File: src/rtl/prores_entropy_pkg.sv
// Shared types and constants for the ProRes entropy encoders.
package prores_entropy_pkg;

  typedef enum logic [2:0] {
    CB_FIRST,
    CB_EG0,
    CB_EG1,
    CB_HYB,
    CB_EG3
  } codebook_e;

  localparam int unsigned FIRST_PREV_DIFF = 3;
  localparam int unsigned HYB_RICE_K      = 2;
  localparam int unsigned HYB_EG_K        = 3;
  localparam int unsigned HYB_THRESH      = 8;

  // Exp-Golomb order used by a codebook (the hybrid's escape uses HYB_EG_K).
  function automatic int unsigned eg_order(input codebook_e cb, input int unsigned first_k);
    int unsigned k;
    case (cb)
      CB_FIRST: k = first_k;
      CB_EG0:   k = 0;
      CB_EG1:   k = 1;
      CB_HYB:   k = HYB_EG_K;
      CB_EG3:   k = 3;
      default:  k = 0;
    endcase
    return k;
  endfunction

endpackage

File: src/rtl/prores_codeword_gen.sv
// Combinational (symbol, codebook) -> right-aligned codeword and bit length.
module prores_codeword_gen
  import prores_entropy_pkg::*;
#(
  parameter int unsigned SYM_W   = 22,
  parameter int unsigned CW_W    = 48,
  parameter int unsigned LEN_W   = 6,
  parameter int unsigned FIRST_K = 5
) (
  input  logic [SYM_W-1:0] sym,
  input  codebook_e        cb,
  output logic [CW_W-1:0]  code,
  output logic [LEN_W-1:0] len
);

  localparam int unsigned W_W = SYM_W + 1;

  logic             hyb_rice;
  logic             hyb_eg;
  logic [SYM_W-1:0] eg_sym;
  logic [W_W-1:0]   w;
  int unsigned      k;
  int unsigned      msb;

  // Exp-Golomb: w = s + 2^k, length 2*floor(log2 w) - k + 1; hybrid adds a Rice prefix path.
  always_comb begin
    hyb_rice = (cb == CB_HYB) && (sym < SYM_W'(HYB_THRESH));
    hyb_eg   = (cb == CB_HYB) && !hyb_rice;
    k        = eg_order(cb, FIRST_K);
    eg_sym   = hyb_eg ? (sym - SYM_W'(HYB_THRESH)) : sym;
    w        = W_W'(eg_sym) + (W_W'(1) << k);
    msb      = 0;
    for (int i = 0; i < W_W; i++) begin
      if (w[i]) msb = unsigned'(i);
    end
    if (hyb_rice) begin
      code = CW_W'({1'b1, sym[HYB_RICE_K-1:0]});
      len  = LEN_W'(32'(sym >> HYB_RICE_K) + HYB_RICE_K + 1);
    end else if (hyb_eg) begin
      // Two leading zero bits are implied by the extra length only.
      code = CW_W'(w);
      len  = LEN_W'(2 * msb - k + 3);
    end else begin
      code = CW_W'(w);
      len  = LEN_W'(2 * msb - k + 1);
    end
  end

endmodule

File: src/rtl/prores_dc_entropy_encoder.sv
// ProRes DC entropy encoder: per-component prediction, sign adaptation, adaptive codebooks.
module prores_dc_entropy_encoder
  import prores_entropy_pkg::*;
#(
  parameter int unsigned COEFF_W  = 20,
  parameter int unsigned NUM_COMP = 3,
  parameter int unsigned FIRST_K  = 5,
  parameter int unsigned CW_W     = 48,
  parameter int unsigned LEN_W    = 6
) (
  input  logic                        clk,
  input  logic                        reset,
  input  logic                        in_valid,
  output logic                        in_ready,
  input  logic signed [COEFF_W-1:0]   in_dc,
  input  logic [$clog2(NUM_COMP)-1:0] in_comp,
  input  logic                        in_first,
  input  logic                        in_last,
  output logic                        out_valid,
  input  logic                        out_ready,
  output logic [CW_W-1:0]             out_code,
  output logic [LEN_W-1:0]            out_len,
  output logic [$clog2(NUM_COMP)-1:0] out_comp,
  output logic                        out_last,
  output logic [31:0]                 bit_count
);

  localparam int unsigned D_W    = COEFF_W + 1;
  localparam int unsigned SYM_W  = COEFF_W + 2;
  localparam int unsigned COMP_W = $clog2(NUM_COMP);

  // Predictor state per component
  logic signed [COEFF_W-1:0] prev_dc   [NUM_COMP];
  logic signed [D_W-1:0]     prev_diff [NUM_COMP];
  logic [NUM_COMP-1:0]       first_pending;

  logic stall;
  logic accept;

  logic                  is_first;
  logic signed [D_W-1:0] cur_prev_diff;
  logic signed [D_W-1:0] abs_prev_diff;
  logic signed [D_W-1:0] dc_ext;
  logic signed [D_W-1:0] raw_delta;
  logic signed [D_W-1:0] s1_delta_d;
  codebook_e             s1_cb_d;

  // Pipeline registers
  logic                  s1_valid;
  logic signed [D_W-1:0] s1_delta;
  codebook_e             s1_cb;
  logic [COMP_W-1:0]     s1_comp;
  logic                  s1_last;

  logic                  s1_neg;
  logic [D_W-1:0]        s1_mag;
  logic [SYM_W-1:0]      sym_d;

  logic                  s2_valid;
  logic [SYM_W-1:0]      s2_sym;
  codebook_e             s2_cb;
  logic [COMP_W-1:0]     s2_comp;
  logic                  s2_last;

  logic [CW_W-1:0]       cw_code;
  logic [LEN_W-1:0]      cw_len;

  assign stall    = out_valid && !out_ready;
  assign in_ready = !stall;
  assign accept   = in_valid && in_ready;

  // S1: delta against the component's predictor, sign adaptation and codebook choice
  always_comb begin
    cur_prev_diff = prev_diff[in_comp];
    is_first      = in_first || first_pending[in_comp];
    dc_ext        = D_W'(in_dc);
    raw_delta     = is_first ? dc_ext : (dc_ext - D_W'(prev_dc[in_comp]));
    abs_prev_diff = (cur_prev_diff < 0) ? -cur_prev_diff : cur_prev_diff;
    if (is_first) begin
      s1_delta_d = raw_delta;
      s1_cb_d    = CB_FIRST;
    end else begin
      s1_delta_d = (cur_prev_diff < 0) ? -raw_delta : raw_delta;
      if (abs_prev_diff == D_W'(0))      s1_cb_d = CB_EG0;
      else if (abs_prev_diff == D_W'(1)) s1_cb_d = CB_EG1;
      else if (abs_prev_diff == D_W'(2)) s1_cb_d = CB_HYB;
      else                               s1_cb_d = CB_EG3;
    end
  end

  // Predictor update, only on an accepted DC
  always_ff @(posedge clk) begin
    if (reset) begin
      for (int i = 0; i < NUM_COMP; i++) begin
        prev_dc[i]   <= '0;
        prev_diff[i] <= D_W'(FIRST_PREV_DIFF);
      end
      first_pending <= '1;
    end else if (accept) begin
      prev_dc[in_comp]       <= in_dc;
      prev_diff[in_comp]     <= is_first ? D_W'(FIRST_PREV_DIFF) : raw_delta;
      first_pending[in_comp] <= 1'b0;
    end
  end

  // S2: signed delta -> unsigned symbol (0,-1,1,-2,... -> 0,1,2,3,...)
  always_comb begin
    s1_neg = s1_delta < 0;
    s1_mag = s1_neg ? -s1_delta : s1_delta;
    sym_d  = {s1_mag, 1'b0} - SYM_W'(s1_neg);
  end

  prores_codeword_gen #(
    .SYM_W   (SYM_W),
    .CW_W    (CW_W),
    .LEN_W   (LEN_W),
    .FIRST_K (FIRST_K)
  ) u_codeword_gen (
    .sym  (s2_sym),
    .cb   (s2_cb),
    .code (cw_code),
    .len  (cw_len)
  );

  // Three-stage pipeline; every stage holds while the output is stalled
  always_ff @(posedge clk) begin
    if (reset) begin
      s1_valid  <= 1'b0;
      s1_delta  <= '0;
      s1_cb     <= CB_FIRST;
      s1_comp   <= '0;
      s1_last   <= 1'b0;
      s2_valid  <= 1'b0;
      s2_sym    <= '0;
      s2_cb     <= CB_FIRST;
      s2_comp   <= '0;
      s2_last   <= 1'b0;
      out_valid <= 1'b0;
      out_code  <= '0;
      out_len   <= '0;
      out_comp  <= '0;
      out_last  <= 1'b0;
    end else if (!stall) begin
      s1_valid  <= accept;
      s1_delta  <= s1_delta_d;
      s1_cb     <= s1_cb_d;
      s1_comp   <= in_comp;
      s1_last   <= in_last;
      s2_valid  <= s1_valid;
      s2_sym    <= sym_d;
      s2_cb     <= s1_cb;
      s2_comp   <= s1_comp;
      s2_last   <= s1_last;
      out_valid <= s2_valid;
      out_code  <= cw_code;
      out_len   <= cw_len;
      out_comp  <= s2_comp;
      out_last  <= s2_last;
    end
  end

  // Running bit total of delivered codewords (wraps naturally)
  always_ff @(posedge clk) begin
    if (reset) begin
      bit_count <= '0;
    end else if (out_valid && out_ready) begin
      bit_count <= bit_count + 32'(out_len);
    end
  end

endmodule

File: config.mk
export PLATFORM = sky130hd
export DESIGN_NAME = prores_dc_entropy_encoder
export DESIGN_NICKNAME = d
export VERILOG_FILES = /design/src/rtl/prores_entropy_pkg.sv /design/src/rtl/prores_codeword_gen.sv /design/src/rtl/prores_dc_entropy_encoder.sv
export SDC_FILE = /design/constraint.sdc
export NUM_CORES = 1
export LEC_CHECK = 0
export BUFFER_PORTS_ARGS = -buffer_cell sky130_fd_sc_hd__buf_4
export CAP_MARGIN = 0
export CELL_PAD_IN_SITES_DETAIL_PLACEMENT = 1
export CELL_PAD_IN_SITES_GLOBAL_PLACEMENT = 1
export CORE_ASPECT_RATIO = 1.25
export CORE_MARGIN = 2
export CORE_UTILIZATION = 40
export DETAILED_ROUTE_END_ITERATION = 7
export GPL_ROUTABILITY_DRIVEN = 1
export MAX_ROUTING_LAYER = met4
export PLACE_DENSITY_LB_ADDON = 0.08
export REMOVE_ABC_BUFFERS = 1
export SYNTH_ARGS = -nofsm -noshare
export SYNTH_HDL_FRONTEND = slang
export SYNTH_SLANG_ARGS = --single-unit
File: constraint.sdc
create_clock -name clk -period 17.7 [get_ports clk]
set_clock_uncertainty 0.1 [all_clocks]
set_input_delay 0 -clock clk [delete_from_list [all_inputs] [get_ports clk]]
set_output_delay 0 -clock clk [all_outputs]
set_load 0.02 [all_outputs]
After elaboration in Yosys (flattened, before gate mapping)
Memory sizes are Yosys's and may differ from the RTL's. Cells that the tools add are included.

Bits in registers: 150. Bits in latches: 0. Memory bits (writable): 123. Memory bits (read-only): 0. Bits of input ports: 28. Output and inout port bits: 91. Memories: 2.

Add/sub/neg operators: 13. $mul: 0. Div/mod/pow operators: 0. Order comparisons: 5. Eq/ne operators: 5. Shift-type cells: 1. Muxes and demuxes: 52. Bitwise logic cells: 2. Reduce and logical (&&, ||, !) cells: 15.

Memories: prev_diff (words 3, bits a word 21, rd ports 1, clocked after Yosys merged registers in 0, write ports 3, line prores_dc_entropy_encoder.sv:34) `logic signed [D_W-1:0] prev_diff [NUM_COMP];`; prev_dc (words 3, bits a word 20, rd ports 1, clocked after Yosys merged registers in 0, write ports 3, line prores_dc_entropy_encoder.sv:33) `logic signed [COEFF_W-1:0] prev_dc [NUM_COMP];`.

Operators by type and width (number): $mux 21 (7); $neg 21->21 (3); $lt 21x1->1 const B (2); $mux 5 (7); $add 32x6->32 (1); $mux 4 (8); $mux 3 (8); $add 22x23->23 (1); $mux 23 (1); $shl 1x3->23 const A (1); $lt 22x4->1 const B (1); $mux 22 (1); $sub 22x1->22 (1); $sub 22x4->22 const B (1); $eq 21x2->1 const B (1); $eq 21x3->1 const B (1); $logic_not 21->1 (1); $reduce_or 21->1 (1); $sub 20x20->21 (1); $mux 20 (1); $reduce_or 20->1 (1); $add 6x1->6 const B (2); $add 6x2->6 const B (2); $mux 6 (2); other kinds (17) (37).

Logic depth before layout (Yosys ltp)
Depth in word-level cells: 32. Gate-level depth with buffers: 31.

Modules after synthesis
A second synthesis with hierarchy kept.

Cell total of the unflattened synthesis: 1994. Area total of the unflattened synthesis: 18446.4 µm².

Modules (own cells, without submodules): prores_dc_entropy_encoder (instances 1, cells each 1628, area each 15860.2 µm², seq. area each 7927.6 µm²); prores_codeword_gen (instances 1, cells each 366, area each 2586.2 µm², seq. area each 0.0 µm²).

Worst setup path after synthesis
OpenSTA, ideal clock, no wires.

Path type: flip-flop to flip-flop. Start point: register s2_sym[16]. End point: register out_len[5]. Library setup time: 0.124 ns. Arrival: 5.475 ns. Data required time: 17.476 ns. Slack: 12.000 ns. Cell stages (with the launch flop): 27. Clock period less this slack: 5.700 ns. Path through: dfxtp_1 -> buf_6 -> or4_4 -> and4bb_4 -> buf_6 -> nand2_1 -> nand2_1 -> inv_1 -> nand2_1 -> xnor2_1 -> ha_1 -> or4_1 -> o221ai_1 -> nand2b_1 -> nor4_4 -> or3b_1 -> and2_1 -> o21bai_1 -> a211oi_1 -> or2_2 -> ha_1 -> a21o_1 -> a31oi_1 -> nor2_1 -> a311oi_1 -> xnor2_1 -> o21ai_1.

Longest elaborated chain between the ends: 32. Elaborated cells between the ends (all ways): 34.

RTL lines: from (decl) (line prores_dc_entropy_encoder.sv:60) `logic [SYM_W-1:0] s2_sym;`; from (signal assigned) (line prores_dc_entropy_encoder.sv:150) `s2_sym <= sym_d;`; $lt 22x4->1 (line prores_codeword_gen.sv:27) `hyb_rice = (cb == CB_HYB) && (sym < SYM_W'(HYB_THRESH));`; $logic_and 1x1->1 (line prores_codeword_gen.sv:27); $logic_not 1->1 (line prores_codeword_gen.sv:28) `hyb_eg = (cb == CB_HYB) && !hyb_rice;`; $logic_and 1x1->1 (line prores_codeword_gen.sv:28); $mux 22 (line prores_codeword_gen.sv:30) `eg_sym = hyb_eg ? (sym - SYM_W'(HYB_THRESH)) : sym;`; $add 22x23->23 (line prores_codeword_gen.sv:31) `w = W_W'(eg_sym) + (W_W'(1) << k);`; $mux 1 (line prores_codeword_gen.sv:34) `if (w[i]) msb = unsigned'(i);`; $mux 2 (2 in series) (line prores_codeword_gen.sv:34); $mux 3 (4 in series) (line prores_codeword_gen.sv:34); $mux 4 (8 in series) (line prores_codeword_gen.sv:34); $mux 5 (7 in series) (line prores_codeword_gen.sv:34); $sub 6x3->6 (line prores_codeword_gen.sv:42, prores_codeword_gen.sv:45); $add 6x1->6 / $add 6x2->6 (equally long branches) (line prores_codeword_gen.sv:45, prores_codeword_gen.sv:42); $mux 6 (line prores_codeword_gen.sv:39) `end else if (hyb_eg) begin`; $mux 6 * (line prores_codeword_gen.sv:36) `if (hyb_rice) begin`; to (signal assigned) (line prores_dc_entropy_encoder.sv:156) `out_len <= cw_len;`; to (decl) (line prores_dc_entropy_encoder.sv:22) `output logic [LEN_W-1:0] out_len,`.

Every way passes the cells marked *; elsewhere a longest branch is shown, timed or not. A chain may end at the register's enable or synchronous reset.

Worst setup path in the final report
Start point: register s2_sym[15]. End point: register out_len[5].

Same word-level chain as after synthesis.

==> results.md <==
* Crit end category: register
* Min-Delay Startpoint: in_comp[0]
* DIE WIDTH at ~190 µm
* TritonCTS buffer count at 34
* Ys Warns at 0
* Register bit total from synthesis at between 200 and 300
* Peak supply drop at roughly 0.000084 V
* Cells after Synth at ~1,800
* Vias at 13,300
* Synth async-reset ratio at 0
* Post-CTS sizing at 0
* Core ar. at 0.0412 mm²
* Worst Hold Depth at 2
* Reg-to-Reg End: out_len[5]
* Tmin final at 6.60 ns
* Final instance area at 0.0193 mm²
* Cell Area, Placed at between 0.015 and 0.02 mm²
* Power, Total at approximately 1.9 mW
* Clock Tree Root: clkbuf_16
* Total grt overflow at 0
* Top FF cell, synth: edfxtp_1
* Clock Sinks at approximately 290
* Pre-antenna DRT Iters at 5
* Max-slew headroom at 0.322
* Critical Path AT at about 6.9 ns
* FF/Latch Area at around 0.0074 mm²
* PwrDens at 100 mW/mm²
* Area of the multi-input gates at 0.00867 mm²
* Unrepaired setup endpoints after global routing: no
* Final antenna-violating net count at 0
* Synthesized area per cell at 9.54 µm²
* # H-tree levels at 2
* Netlist cell types at between 80 and 90
* Worst skew pair latency at 0.54 ns
* Worst-path maximum fanout at 15
* Initial Util at 0.407
* Worst Reg-to-Reg Cells at 27
* Area grow syn2layout at 15.0%
* Sequential area share after synthesis at 0.443
* Max Cap Viol at 0
* Syn Std Cell Area at approximately 0.017 mm²
* Status: completed
* Die Y at ~230 µm
* Final setup fails at 0
* Full die area at between 0.04 and 0.05 mm²
* R2r setup slk at 11.10 ns
* Drt via density at 5.47
* Worst hold path type: primary input to register
* Nets at 1,935
* Setup TNS at 0 ns
* Fmax at between 0.15 and 0.2 GHz
* Placer's final routability congestion estimate at approximately 0.86
* Detailed placer's ending HPWL at roughly 34,000 µm
* WL final at 47,800 µm
* Iteration-0 DRC Markers at between 400 and 500
* CP Launch Type: register
* Drt drc at 0
* Worst-path clk slew at 0.06 ns
* I/O pin count at ~120
* Largest net degree at the start of global routing at 70
* Vias in the first global route at between 10,000 and 15,000
* CTS tree: yes
* Fin. max-slew vios at 0
* Post-synth EDFFs at around 160
* Overall Global Routing Usage at 0.229
* First-pass GRT wire length at 76,700 µm
* Hold endpoint: prev_dc[1][1]
* CTS max path bufs at 3
* I/O Buffers at just over 90
* Initial antenna violation count at 0
* Final hold violation count at 0
* Fin crit share at 0.373
* R2r startpoint: s2_sym[15]
* Antenna Cells at 0
* FP Rows at 83
* # fillers at about 4,700
* CP Data Required Time at 18.00 ns
* Least-Margin Pin Slew at ~1.0 ns
* Drt wl/cell at 19.7 µm
* CP Class: register to register
* Lkg Pwr at roughly 7.5 nW
* Layout cells sized above 1 at 0.130
final cells by class:
type | instances | share of cell area
Multi-Input combinational cell | 1314 | 0.450
Tap cell | 552 | 0.0358
Clock buffer | 48 | 0.0506
Sequential cell | 289 | 0.385
Inverter | 74 | 0.0144
Clock inverter | 9 | 0.00532
Timing Repair Buffer | 143 | 0.0591
state kept, by name, indices dropped and copies added, names as in the netlist, 3 cells and up:
| name | count |
|---|---|
| s2_sym | 22 |
| prev_dc | 80 |
| s1_cb | 3 |
| out_code | 23 |
| prev_diff | 84 |
| s2_cb | 3 |
| first_pending | 3 |
| s1_delta | 21 |
| out_len | 6 |
| bit_count | 32 |
per-layer routing:
layer	GRT usage	vias to the layer above	part of all wire
met3	0.0323	77	0.028
met2	0.434	172	0.55
met1	0.241	6582	0.39
met4	0.0856	0	0.033
li1	-	6453	-
met5	-	-	0
layout by cell type, fill, tap and decap left out, types with 14 or more instances in the layout:
cell type / instances
mux4_2: 40
o21ai_0: 76
conb_1: 29
nand2_1: 193
mux2i_1: 16
inv_1: 73
ha_1: 47
a211oi_1: 19
dfxtp_1: 125
nor3_1: 37
clkbuf_16: 35
edfxtp_1: 164
or3_1: 31
a21oi_1: 102
nand3_1: 46
nand2b_1: 14
buf_4: 117
xor2_1: 56
nor2b_1: 17
and2_1: 33
nand4_1: 20
dlygate4sd3_1: 26
a21o_1: 19
and3_1: 50
xnor2_1: 70
nor2_1: 206
where the power goes:
group          switching, mW  internal (mW)
Sequential            0.0365          0.751
Combinational          0.275          0.182
Clock                  0.280          0.412
stage by stage:
step / worst slack [ns] / hold slack (ns) / utilization / instances
2_1_floorplan: 11.43 / -0.0309 / - / 1677
3_3_place_gp: 11.30 / 0.125 / 0.435 / 2346
3_5_place_dp: 11.14 / 0.122 / 0.435 / 2346
4_1_cts: 11.13 / 0.0940 / 0.468 / 2429
5_1_grt: 10.58 / 0.134 / 0.468 / 2429
6_report: 11.10 / 0.118 / 0.468 / 2429
worst max-delay path, cell delays in order, from the launching register on:
cell and delay, ns:
dfxtp_1 0.37, or4_4 0.57, and4bb_4 0.48, nand2_1 0.21, nand2_1 0.18, inv_1 0.12
nand2_1 0.11, or3_1 0.12, xnor2_1 0.12, ha_1 0.24, o21ai_0 0.11, o21bai_1 0.20
o221ai_1 0.23, nand2b_1 0.33, nor4_4 0.51, nand2_1 0.22, a31oi_1 0.23, o21ai_0 0.10
a32oi_1 0.30, o31ai_1 0.14, fa_1 0.50, inv_1 0.05, ha_1 0.30, a21oi_1 0.07
nor2_1 0.15, nand4_1 0.13, xnor2_1 0.18, o21ai_1 0.07
synthesized netlist by cell type (all sizes together), types with 6 or more instances:
library cell | number | share of area
clkbuf | 71 | 0.016
nand4 | 20 | 0.0075
xor2 | 56 | 0.029
a31oi | 12 | 0.0045
and2 | 33 | 0.012
buf | 38 | 0.016
a22o | 12 | 0.0063
nor2 | 207 | 0.046
o21ai | 82 | 0.025
nand2b | 17 | 0.0063
a21boi | 8 | 0.0036
mux2i | 16 | 0.0095
edfxtp | 164 | 0.29
o211ai | 8 | 0.0039
nor2b | 18 | 0.0067
or2 | 9 | 0.0034
ha | 47 | 0.035
a21oi | 104 | 0.031
nor3 | 40 | 0.012
o31ai | 11 | 0.0049
or3 | 32 | 0.012
mux4 | 40 | 0.054
dfxtp | 125 | 0.15
a211oi | 19 | 0.0085
a32oi | 6 | 0.0040
a21o | 19 | 0.0085
and3 | 52 | 0.020
nand3 | 47 | 0.014
xnor2 | 71 | 0.038
nand2 | 193 | 0.043
nor4 | 7 | 0.0035
inv | 73 | 0.016
o21a | 10 | 0.0045
kinds of logic after synthesis:
family / synth area share
AO/OA/AOI/OAI: 0.133
XOR/XNOR: 0.0668
adder cells (fa/ha/maj): 0.0398
buffers and inverters: 0.0483
flip-flops: 0.443
multiplexers: 0.0653
other: 0.000224
AND/OR/NAND/NOR: 0.204
worst max path at each step:
stage	startpoint	end	slack [ns]
after CTS	s2_sym[15]	out_len[5]	11.13
after global routing	s2_sym[16]	out_len[5]	10.58
final	s2_sym[15]	out_len[5]	11.10
after detailed placement	s2_sym[15]	out_len[5]	11.14
after floorplan	out_valid	out_code[12]	11.43
after global placement	s2_sym[15]	out_len[5]	11.30
repair_timing:
| item | 4_1_cts | 5_1_grt |
|---|---|---|
| hold buffers | 26 | 0 |
| buffers inserted | 0 | 0 |
| endpoints found under the hold margin | 117 | 0 |
| endpoints found under the setup margin | 0 | 0 |
Note: power is estimated with default switching activity, not from simulation.
